**config.mk**
```make
export PLATFORM = sky130hd
export DESIGN_NAME = posit_round_encode
export DESIGN_NICKNAME = d
export VERILOG_FILES = /design/src/rtl/posit_round_encode.sv
export SDC_FILE = /design/constraint.sdc
export NUM_CORES = 1
export LEC_CHECK = 0
export CORE_MARGIN = 2
export CORE_UTILIZATION = 58
export DETAILED_ROUTE_END_ITERATION = 6
export HOLD_SLACK_MARGIN = 0.06
export PLACE_DENSITY = 0.92
export SLEW_MARGIN = 20
export SYNTH_ARGS = -nofsm -noshare
export SYNTH_HDL_FRONTEND = slang
export SYNTH_SLANG_ARGS = --single-unit
```
**constraint.sdc**
```tcl
create_clock -name CLK -period 8.55 [get_ports CLK]
set_input_delay 2.565 -clock CLK [delete_from_list [all_inputs] [get_ports CLK]]
set_output_delay 2.565 -clock CLK [all_outputs]
set_load 0.02 [all_outputs]
```
**src/rtl/posit_round_encode.sv**
```systemverilog
`timescale 1ns/1ps
// posit_round_encode
// Normalize / round / encode stage of the posit<8,0> multiplier. It takes
// the summed scale and the <2.10> fraction product from the multiply stage
// and produces a rounded 8-bit posit through a two-register pipeline.
//
// Ports
//   CLK        clock, rising edge
//   RST_N      asynchronous active-low reset
//   IN_VALID   upstream operand valid
//   IN_READY   stage can accept an operand this cycle
//   SIGN_C     result sign
//   ZERO_C     either operand is zero
//   NAR_C      either operand is NaR (wins over ZERO_C)
//   SCALE_C    summed scale, signed, -12..+12
//   FRAC_C     fraction product, unsigned <2.10>, [1.0, 4.0) when not special
//   OUT_VALID  POSIT_C valid
//   OUT_READY  downstream accepts POSIT_C
//   POSIT_C    encoded posit<8,0>
//
// Handshake: a word moves across a boundary on the edge where VALID and
// READY are both high. The producer holds VALID and its data steady until
// that edge. The output register loads when it is empty or being drained.
// Stage 1 loads when it is empty or the output register loads. IN_READY is
// the stage-1 load enable, so it follows OUT_READY combinationally.
module posit_round_encode (
  input  logic        CLK,
  input  logic        RST_N,
  input  logic        IN_VALID,
  output logic        IN_READY,
  input  logic        SIGN_C,
  input  logic        ZERO_C,
  input  logic        NAR_C,
  input  logic [4:0]  SCALE_C,
  input  logic [11:0] FRAC_C,
  output logic        OUT_VALID,
  input  logic        OUT_READY,
  output logic [7:0]  POSIT_C
);

  // Stage 1 registers
  logic              s1_v;
  logic              s1_sign;
  logic              s1_zero;
  logic              s1_nar;
  logic signed [5:0] s1_scale;
  logic [9:0]        s1_frac;   // fraction bits below the hidden 1
  logic              s1_sticky; // bit lost by the normalizing shift

  logic s1_load;
  logic s2_load;

  assign s2_load  = !OUT_VALID || OUT_READY;
  assign s1_load  = !s1_v || s2_load;
  assign IN_READY = s1_load;

  // Normalize: a product in [2,4) is shifted down one place.
  logic [9:0] norm_frac;
  logic       norm_sticky;
  logic [5:0] norm_scale;

  always_comb begin
    norm_frac   = FRAC_C[9:0];
    norm_sticky = 1'b0;
    norm_scale  = {SCALE_C[4], SCALE_C};
    if (FRAC_C[11]) begin
      norm_frac   = FRAC_C[10:1];
      norm_sticky = FRAC_C[0];
      norm_scale  = {SCALE_C[4], SCALE_C} + 6'd1;
    end
  end

  // Round/encode from the stage-1 registers
  logic        sat_hi;
  logic        sat_lo;
  logic [6:0]  ones_mask;
  logic [2:0]  k_neg;
  logic [6:0]  regime_val;
  logic [2:0]  sh;
  logic [16:0] body;
  logic [6:0]  mag_t;
  logic        guard;
  logic        stick;
  logic        inc;
  logic [7:0]  sum;
  logic [6:0]  mag_f;
  logic [7:0]  posit_nxt;

  always_comb begin
    sat_hi     = (s1_scale >= 6'sd6);
    sat_lo     = (s1_scale <= -6'sd7);
    // k+1 ones for k in 0..5
    ones_mask  = 7'h7F >> (3'd6 - s1_scale[2:0]);
    // -k for k in -6..-1 (low bits suffice in that range)
    k_neg      = 3'd0 - s1_scale[2:0];
    regime_val = 7'd1;
    sh         = 3'd0;
    if (!s1_scale[5]) begin
      regime_val = {ones_mask[5:0], 1'b0};
      sh         = 3'd5 - s1_scale[2:0];
    end else begin
      regime_val = 7'd1;
      sh         = 3'd6 - k_neg;
    end
    // Left-align regime+fraction so the regime starts at bit 16; the top 7
    // bits are the magnitude, then guard, then everything else is sticky.
    body  = {regime_val, s1_frac} << sh;
    mag_t = body[16:10];
    guard = body[9];
    stick = (|body[8:0]) | s1_sticky;
    inc   = guard & (stick | mag_t[0]);
    sum   = {1'b0, mag_t} + {7'd0, inc};
    mag_f = sum[7] ? 7'h7F : sum[6:0];
    if (sat_hi) begin
      mag_f = 7'h7F;
    end else if (sat_lo) begin
      mag_f = 7'h01;
    end
    posit_nxt = s1_sign ? (8'd0 - {1'b0, mag_f}) : {1'b0, mag_f};
    if (s1_zero) begin
      posit_nxt = 8'h00;
    end
    if (s1_nar) begin
      posit_nxt = 8'h80;
    end
  end

  always_ff @(posedge CLK or negedge RST_N) begin
    if (!RST_N) begin
      s1_v      <= 1'b0;
      s1_sign   <= 1'b0;
      s1_zero   <= 1'b0;
      s1_nar    <= 1'b0;
      s1_scale  <= 6'sd0;
      s1_frac   <= 10'd0;
      s1_sticky <= 1'b0;
      OUT_VALID <= 1'b0;
      POSIT_C   <= 8'h00;
    end else begin
      if (s1_load) begin
        s1_v <= IN_VALID;
        if (IN_VALID) begin
          s1_sign   <= SIGN_C;
          s1_zero   <= ZERO_C;
          s1_nar    <= NAR_C;
          s1_scale  <= norm_scale;
          s1_frac   <= norm_frac;
          s1_sticky <= norm_sticky;
        end
      end
      if (s2_load) begin
        OUT_VALID <= s1_v;
        if (s1_v) begin
          POSIT_C <= posit_nxt;
        end
      end
    end
  end

endmodule

```
==> qor.yml, run 1 <==
status:
  status: "complete, no violations"
cts:
  cts_tree: "built"
  numCtsBuffers: 5
  clkTransAtPathRegs_ps: 70
  cts_root_buf: "clkbuf_8"
  h-tree-depth: 2
  holdBufCountCts: 0
  post_cts_resized: 0
  clk_path_buf_depth: 2
  clk_latency_ps: 290
  postCtsSetupRepairBufs: 0
  clock_sinks: 30
synth:
  synth_compound_area_share_pct: 25.81
  yosys_warnings: 0
  synth_flop_cell: "dfrtp_1"
  synthTopCellsByArea: "dfrtp_1 30%, mux2i_1 6.0%, nand2_1 6.0%, o21ai_0 5.6%, ha_1 5.0%"
  synth_cell_types: 57
  async_flop_share_pct: 100.0
  ys_ff_latch: 30
  muxShareOfSynthArea_pct: 11.43
  yosys.area_share.simple_pct: 18.35
  synth.cells.most_frequent: "40 x nand2_1, 30 x dfrtp_1, 28 x o21ai_0"
  synth-adder-area-share_pct: 5.013
  synth_top_family_by_area: "compound AO/OA/AOI/OAI gates"
  yosysTopAreaCellShare_pct: 30.08
  synth_area_um2: 2496
  synth_top_area_cell: "dfrtp_1"
  yosysSeqAreaShare_pct: 30.08
  synth_most_common_cell: "nand2_1"
  synth_edf_count: 0
  postSynthAreaPerCell_um2: 8.667
  synth_xor_area_share_pct: 4.862
  synthCells: 288
  syn-num-nets: 322
routing:
  viasPerCell: 6.289
  wl_per_cell_um: 15.66
  drtPass1Iterations: 4
  via_count: 2283
  ant_nets: 0
  drt_iter0_markers: 180
  drc: 0
  drt-total-wl_mm: 5.686
cells_and_area:
  area_delta_synth_final_pct: 16.69
  nets: 346
  antenna-diode-count: 0
  drive_gt1_share_pct: 9.904
  design_area_um2: 2913
setup_path:
  r2r_start: "s1_scale[5]"
  rrSetupSlack_ps: 3760
  r2r_end: "POSIT_C[6]"
  worstSetupPathType: "in -> out"
  r2r_cells: 14
  arrival_ps: 3830
  end_kind: "primary output"
  worst-path-max-fanout: 3
  crit_path_start_kind: "input port"
  required_ps: 5990
power:
  peakVddDrop_uv: 143.4
  power_uw: 694.3
  power_density_nw_per_um2: 238.3
  p_leak_nw: 1.211
global_route:
  grt_pass1_vias: 2206
  grt_use_total_pct: 25.28
  grt_overflow: 0
  antenna_found_initial: 0
  grt_start_max_net_pins: 38
  grt_first_pass_wirelength_mm: 10.05
die:
  die_h_um: 69.60
  die_area_um2: 4844
  coreArea_um2: 4058
  start_util_pct: 61.52
  die_x_um: 69.60
  fp-row-count: 23
  num_io_pins: 34
sta:
  fmax_mhz: 156.4
  period_share_pct: 74.79
  slew_viol_final: 0
  min_period_ps: 6395
  finalSetupViolCount: 0
  skew_ps: 5.637
  hold_viol_final: 0
  setup_tns_ps: 0
  rsz0062_at_grt: "false"
  slew_headroom_pct: 31.46
  worst_pin_slew_ps: 1021
worst_hold_path:
  whs_endpoint: "POSIT_C[3]"
  hold_start: "POSIT_C[3]"
  hold_class: "reg -> reg"
  whs_path_depth: 2
placement:
  numPortBuffers: 33
  gp_congestion: 0.9048
  detailedPlacementHpwl_mm: 4.091
  post_dp_cell_area_um2: 2819
run:
  drv_cap: 0
[kinds of logic after synthesis]
family                   after synthesis
buffers and inverters                 26
AO/OA/AOI/OAI                         92
flip-flops                            30
XOR/XNOR                              13
multiplexers                          24
AND/OR/NAND/NOR                       93
adder cells (fa/ha/maj)               10
[stage by stage]
step	util [%]	instances	hold slack [ps]	setup slack [ps]
after floorplan	-	288	450.8	3137
final	71.79	363	484.4	2155
after detailed placement	69.47	355	475.6	2189
after CTS	71.72	363	488.3	2175
after global routing	71.79	363	523.5	2131
after global placement	69.47	355	462.6	2197
[metal layers]
layer | vias up | global-route usage (%) | wire (µm)
met5 | - | 0 | 0
met2 | 70 | 42.95 | 2820
met3 | 17 | 4.942 | 282
li1 | 1112 | - | -
met4 | 0 | 8.932 | 119
met1 | 1084 | 32.00 | 2463
[sequential cells by signal, summed over array words and instances (netlist names)]
| name | count |
|---|---|
| s1_zero | 1 |
| s1_nar | 1 |
| s1_scale | 6 |
| OUT_VALID | 1 |
| s1_v | 1 |
| POSIT_C | 8 |
| s1_sticky | 1 |
| s1_frac | 10 |
| s1_sign | 1 |
[report_power, final]
part	switching, mW	internal (mW)	total, mW
combinational	0.217	0.160	0.377
sequential	0.0314	0.166	0.198
clock	0.0545	0.0648	0.119
[how the worst max path moves through the flow]
stage	startpoint	to	slack, ps	cells past startpoint
finish	OUT_READY	IN_READY	2160	3
global route	OUT_READY	IN_READY	2130	3
CTS	OUT_READY	IN_READY	2170	3
detailed placement	OUT_READY	IN_READY	2190	3
global placement	OUT_READY	IN_READY	2200	3
floorplan	OUT_READY	IN_READY	3140	1
[cells in the final DEF, fill, tap and decap left out, types with 2 or more instances in the layout]
master,instances
nor2b_1,4
o2111ai_1,2
nor3b_1,2
xnor2_1,6
a211oi_1,5
a2111oi_0,2
or3_1,3
clkbuf_8,6
a31oi_1,5
o211ai_1,4
mux2i_1,15
and2_1,2
nand2_1,39
ha_1,10
a211o_1,3
nor3_1,5
nand3_1,7
nand2b_1,8
xor2_1,6
mux2_2,6
nand4_1,3
clkdlybuf4s50_1,33
mux4_2,3
o21ai_0,28
a21boi_0,3
o31ai_1,2
nor2_1,12
o21a_1,2
a21oi_1,18
nand4b_1,2
a211oi_2,2
inv_1,9
dfrtp_1,30
[critical path: stages]
cell and delay (ps):
clkdlybuf4s50_1 480, nand3b_1 160, clkdlybuf4s50_1 630
[layout make-up]
| type | instances | area, µm² |
|---|---|---|
| multi-input cells | 232 | 1637 |
| fillers | 289 | 1145 |
| flip-flops and latches | 30 | 750.7 |
| repair buffers | 34 | 337.8 |
| clock buffers | 7 | 86.33 |
| well taps | 50 | 62.56 |
| inverters | 9 | 33.78 |
| clock inverters | 1 | 5.005 |
Power figures use the tool's default switching activity.
==> run 2, diff against run 1 <==
--- a/config.mk
+++ b/config.mk
@@ -6,10 +6,10 @@
 export NUM_CORES = 1
 export LEC_CHECK = 0
 export CORE_MARGIN = 2
-export CORE_UTILIZATION = 58
+export CORE_UTILIZATION = 50
 export DETAILED_ROUTE_END_ITERATION = 6
 export HOLD_SLACK_MARGIN = 0.06
-export PLACE_DENSITY = 0.92
+export PLACE_DENSITY = 0.85
 export SLEW_MARGIN = 20
 export SYNTH_ARGS = -nofsm -noshare
 export SYNTH_HDL_FRONTEND = slang
==> constraint.sdc (replaced) <==
create_clock -name CLK -period 5.7 [get_ports CLK]
set_input_delay 1.71 -clock CLK [delete_from_list [all_inputs] [get_ports CLK]]
set_output_delay 1.71 -clock CLK [all_outputs]
set_load 0.02 [all_outputs]
==> run 2 against run 1 <==
Compared with the run above:
- sequential share of layout area shrank 0.38 points
- worst setup slack worse by 1100 ps
- via count grew 0.83%
- combinational power rose by 49%
- total power grew 54%
- sequential power up 49%
- non-clock buffer count unchanged
- worst hold slack got worse by 4.1 ps
- routed wire length shrank 4.6%
==> qor.yml, run 2 (synthesis results as in run 1) <==
cells_and_area:
  largest_reg_flops: 10
  top_register: "s1_frac"
  area_delta_synth_final_pct: 18.45
  antenna-diode-count: 0
  mostFrequentLayoutCell: "nand2_1"
  largestRegisters: "s1_frac x10, POSIT_C x8, s1_scale x6"
  fill_cells: 420
  drive_gt1_share_pct: 10.22
  nets: 346
  final_cells: 380
  design_area_um2: 2957
  seq_area_um2: 750.7
  final_cell_mix: "39 x nand2_1, 33 x clkdlybuf4s50_1, 30 x dfrtp_1, 28 x o21ai_0, 18 x a21oi_1"
  multi_input_area_um2: 1637
die:
  num_io_pins: 34
  die_area_um2: 5573
  coreArea_um2: 4755
  start_util_pct: 52.50
  fp-row-count: 25
  die_x_um: 74.66
  die_h_um: 74.66
global_route:
  grt_pass1_vias: 2167
  grt_start_max_net_pins: 38
  grt_first_pass_wirelength_mm: 9.418
  antenna_found_initial: 0
  grt_overflow: 0
  grt_use_total_pct: 21.52
setup_path:
  crit_path_start_kind: "input port"
  crit_top_cell: "clkdlybuf4s50_1"
  arrival_ps: 2970
  cpLargestDelayFamily: "buffers and inverters"
  critPathCapture: "IN_READY"
  crit_start: "OUT_READY"
  r2r_cells: 14
  worst-path-max-fanout: 3
  worstSetupPathType: "in -> out"
  max_stage_delay_ps: 630
  slowest_stage: "clkdlybuf4s50_1"
  r2r_start: "s1_scale[5]"
  path_cells: "clkdlybuf4s50_1 > nand3b_1 > clkdlybuf4s50_1"
  worstSetupPathDepth: 3
  rrSetupSlack_ps: 1060
  cp_num_buf_inv: 2
  r2r_end: "POSIT_C[6]"
  required_ps: 3990
  end_kind: "primary output"
sta:
  hold_viol_final: 0
  worst_pin_slew_ps: 957.5
  slew_headroom_pct: 35.71
  setup_tns_ps: 0
  skew_ps: 5.547
  min_period_ps: 4677
  rsz0062_at_grt: "false"
  slew_viol_final: 0
  finalSetupViolCount: 0
  fmax_mhz: 213.8
  period_share_pct: 82.06
worst_hold_path:
  hold_class: "reg -> reg"
  whs_path_depth: 2
placement:
  numPortBuffers: 33
  gp_congestion: 0.8943
  dp.cells: 372
  post_dp_cell_area_um2: 2840
  detailedPlacementHpwl_mm: 4.042
routing:
  viasPerCell: 6.058
  drt-total-wl_mm: 5.427
  drtPass1Iterations: 4
  via_count: 2302
  drt_iter0_markers: 124
  drc: 0
  wl_per_cell_um: 14.28
  ant_nets: 0
cts:
  h-tree-depth: 2
  numCtsBuffers: 5
  cts_tree: "built"
  clk_path_buf_depth: 2
  postCtsSetupRepairBufs: 0
  clk_latency_ps: 280
  holdBufCountCts: 0
  cts_root_buf: "clkbuf_8"
  post_cts_resized: 0
  clock_sinks: 30
  clkTransAtPathRegs_ps: 70
run:
  drv_cap: 0
power:
  combPwrFrac_pct: 52.4
  switching_share_pct: 42.14
  power_density_nw_per_um2: 361.8
  peakVddDrop_uv: 191.9
  p_leak_nw: 1.213
  p_sw_uw: 450.7
  p_int_uw: 618.9
  power_frac_clock_pct: 19.9
  p_seq_share_pct: 27.6
status:
  status: "complete, no violations"
==> run 2: changes by cell type in the layout (fill, tap and decap cells not counted) <==
| cell | previous run | this run |
|---|---|---|
| clkbuf_8 | 6 | 5 |
| bufinv_16 | 0 | 1 |
| clkbuf_1 | 1 | 0 |
| clkinvlp_4 | 0 | 2 |
| clkinv_2 | 1 | 0 |
==> run 2: how the worst min path moves through the flow <==
stage	endpoint	slack [ps]	startpoint
after floorplan	s1_sticky	450	s1_sticky
after global placement	s1_frac[1]	460	s1_frac[1]
after detailed placement	POSIT_C[2]	470	POSIT_C[2]
after CTS	POSIT_C[2]	490	POSIT_C[2]
after global routing	POSIT_C[0]	510	POSIT_C[0]
final	POSIT_C[2]	480	POSIT_C[2]
==> run 2: layer usage <==
metal / vias to the layer above / wire length, µm / global-route usage (%)
met2: 79 / 2785 / 37.86
met5: - / 0 / 0
li1: 1114 / - / -
met3: 13 / 260 / 3.481
met4: 0 / 89 / 7.540
met1: 1096 / 2292 / 26.84
==> run 2: stage by stage <==
stage	hold WS, ps	utilization, %	power (mW)	worst slack, ps
finish	480.2	62.18	1.070	1023
global route	511.6	62.18	1.151	781.6
CTS	487.4	62.13	1.066	1027
detailed placement	471.6	59.74	0.8487	1037
global placement	463.4	59.74	0.8311	1071
floorplan	450.8	-	0.7181	1921
==> run 2: cell type report <==
class / instances / area share, %
clock buffers: 5 / 2.328
clock inverters: 3 / 1.523
inverters: 9 / 1.143
multi-input cells: 232 / 55.35
flip-flops and latches: 30 / 25.39
well taps: 67 / 2.835
repair buffers: 34 / 11.43
==> run 2: power by group through the flow <==
| stage | sequential [mW] | combinational [mW] | clock, mW |
|---|---|---|---|
| 4_1_cts | 0.294 | 0.555 | 0.216 |
| 3_3_place_gp | 0.295 | 0.536 | 0 |
| 2_1_floorplan | 0.298 | 0.420 | 0 |
| 3_5_place_dp | 0.299 | 0.550 | 0 |
| 5_1_grt | 0.302 | 0.625 | 0.225 |
| 6_report | 0.295 | 0.561 | 0.213 |
==> run 2: worst register-to-register path, stage by stage (launching register included) <==
cell	delay (ps)
dfrtp_1	750
inv_1	110
ha_1	850
nand2_1	210
a21boi_0	200
mux4_2	540
a21oi_1	160
ha_1	230
inv_1	60
a211oi_2	290
nor3b_1	470
o41ai_4	140
o31ai_1	290
xnor2_1	150
o21ai_0	80
==> run 3, diff against run 2 <==
==> constraint.sdc (replaced) <==
create_clock -name CLK -period 4.3 [get_ports CLK]
set_input_delay 1.29 -clock CLK [delete_from_list [all_inputs] [get_ports CLK]]
set_output_delay 1.29 -clock CLK [all_outputs]
set_load 0.02 [all_outputs]
==> run 3 against run 2 <==
Compared with the run above:
- first-iteration DRC count rose by 69%
- utilization is 0.68 points higher
- critical endpoint is now POSIT_C[6]
- largest power group unchanged
- non-clock buffer count up 7
- clock skew about the same
- largest cell class unchanged
- register-to-register slack worse by 820 ps
- final cell count is 1.8% higher
- sequential share of layout area down 0.28 points
- clock power grew 9.9%
==> qor.yml, run 3 (synthesis results as in run 1) <==
routing:
  drc: 0
  drtPass1Iterations: 4
  viasPerCell: 5.871
  drt_iter0_markers: 210
  drt-total-wl_mm: 5.766
  via_count: 2272
  ant_nets: 0
  wl_per_cell_um: 14.90
setup_path:
  arrival_ps: 4230
  worstSetupPathType: "reg -> reg"
  slowest_stage: "ha_1"
  r2r_start: "s1_scale[0]"
  max_stage_delay_ps: 580
  cp_num_buf_inv: 2
  end_kind: "flop"
  path_cells: "inv_1 > ha_1 > buf_4 > nand2b_1 > a31oi_1 > or4_4 > a222oi_1 > nand4_1 > nand2b_1 > a21oi_1 > ha_1 > o41ai_4 > o31ai_1 > xnor2_1 > o21ai_0"
  crit_start: "s1_scale[0]"
  cpLargestDelayFamily: "simple AND/OR/NAND/NOR gates"
  crit_path_start_kind: "flop"
  required_ps: 4470
  worst-path-max-fanout: 15
power:
  p_leak_nw: 1.247
  power_mw: 1.411
  power_density_nw_per_um2: 472.1
  peakVddDrop_uv: 241.9
die:
  num_io_pins: 34
  start_util_pct: 52.50
  die_h_um: 74.66
  fp-row-count: 25
  coreArea_um2: 4755
  die_x_um: 74.66
  die_area_um2: 5573
cells_and_area:
  final_cells: 387
  final_cell_mix: "40 x nand2_1, 33 x clkdlybuf4s50_1, 30 x dfrtp_1, 28 x o21ai_0, 18 x a21oi_1"
  nets: 353
  largestRegisters: "s1_frac x10, POSIT_C x8, s1_scale x6"
  mostFrequentLayoutCell: "nand2_1"
  top_register: "s1_frac"
  drive_gt1_share_pct: 11.88
  antenna-diode-count: 0
  area_delta_synth_final_pct: 19.75
  largest_reg_flops: 10
  final_core_util_pct: 62.87
global_route:
  grt_use_total_pct: 22.89
  grtUsageMet1_pct: 30.66
  busiest_layer: "met2"
  grt_util_met3_pct: 2.544
  grt_overflow: 0
  grt_start_max_net_pins: 38
  antenna_found_initial: 0
  groute.layer.met2.usage_pct: 38.35
  grt_pass1_vias: 2161
  grt_first_pass_wirelength_mm: 9.839
sta:
  fmax_mhz: 246.0
  setup_tns_ps: 0
  min_period_ps: 4064
  fin_ws_ps: 235.6
  rsz0062_at_grt: "false"
  slew_viol_final: 0
  skew_ps: 5.828
  period_share_pct: 94.52
  slew_headroom_pct: 42.59
  worst_pin_slew_ps: 852.1
  finalSetupViolCount: 0
  hold_viol_final: 0
placement:
  detailedPlacementHpwl_mm: 4.235
  gp_congestion: 0.9606
  dp.cells: 379
  pre_cts_slack_ps: 277.7
  numPortBuffers: 33
cts:
  h-tree-depth: 2
  cts_tree: "built"
  clk_latency_ps: 290
  clk_path_buf_depth: 2
  cts_root_buf: "clkbuf_8"
  clkTransAtPathRegs_ps: 60
  numCtsBuffers: 5
  clock_sinks: 30
  holdBufCountCts: 0
worst_hold_path:
  hold_start: "POSIT_C[0]"
  hold_class: "reg -> reg"
run:
  drv_cap: 0
status:
  status: "complete, no violations"
-- run 3: cell types whose count changed in the layout (fill, tap and decap cells not counted), sizes merged --
cell,previous run,this run
buf,1,8
bufinv,1,0
clkbuf,5,7
clkinv,0,1
clkinvlp,2,0
-- run 3: layout make-up --
| cell class | count | area [µm²] |
|---|---|---|
| clock buffer | 7 | 86.33 |
| clock inverter | 1 | 5.005 |
| fill | 405 | 1765 |
| inverter | 9 | 33.78 |
| multi-input combinational | 232 | 1639 |
| sequential | 30 | 750.7 |
| tap | 67 | 83.83 |
| timing repair buffer | 41 | 390.4 |
-- run 3: per-layer routing --
metal	vias up	part of all wire [%]
met1	1073	44
met5	-	0
met3	7	4.1
met2	67	50
li1	1125	-
met4	0	1.5
-- run 3: through the flow --
stage	hold WS, ps	cell area (µm²)
2_1_floorplan	450.8	2496
4_1_cts	485.4	2984
5_1_grt	509.2	2989
3_3_place_gp	465.7	2893
3_5_place_dp	471.2	2893
6_report	479.3	2989
-- run 3: worst paths after layout --
check | slack [ps] | end | depth (start not counted)
worst min-delay path | 480 | POSIT_C[0] | 2
min in group asynchronous | 1390 | s1_sticky | 2
worst min register to register | 480 | POSIT_C[0] | 2
worst max-delay path | 240 | POSIT_C[6] | 15
worst max register to register | 240 | POSIT_C[6] | 15
max in group asynchronous | 2630 | POSIT_C[1] | 2
-- run 3: worst min-delay path, stage by stage (launching register included) --
cell	delay [ps]
dfrtp_1	340
nand2_1	40
o21ai_0	60
-- run 3: power breakdown --
| group | switching, mW | total, mW | internal (mW) |
|---|---|---|---|
| combinational | 0.456 | 0.795 | 0.339 |
| clock | 0.106 | 0.234 | 0.129 |
| sequential | 0.0510 | 0.382 | 0.331 |
-- run 3: timing repair --
item                       4_1_cts  5_1_grt
setup endpoints to repair        0        2
resized for setup                0        1
setup buffers                    0        0
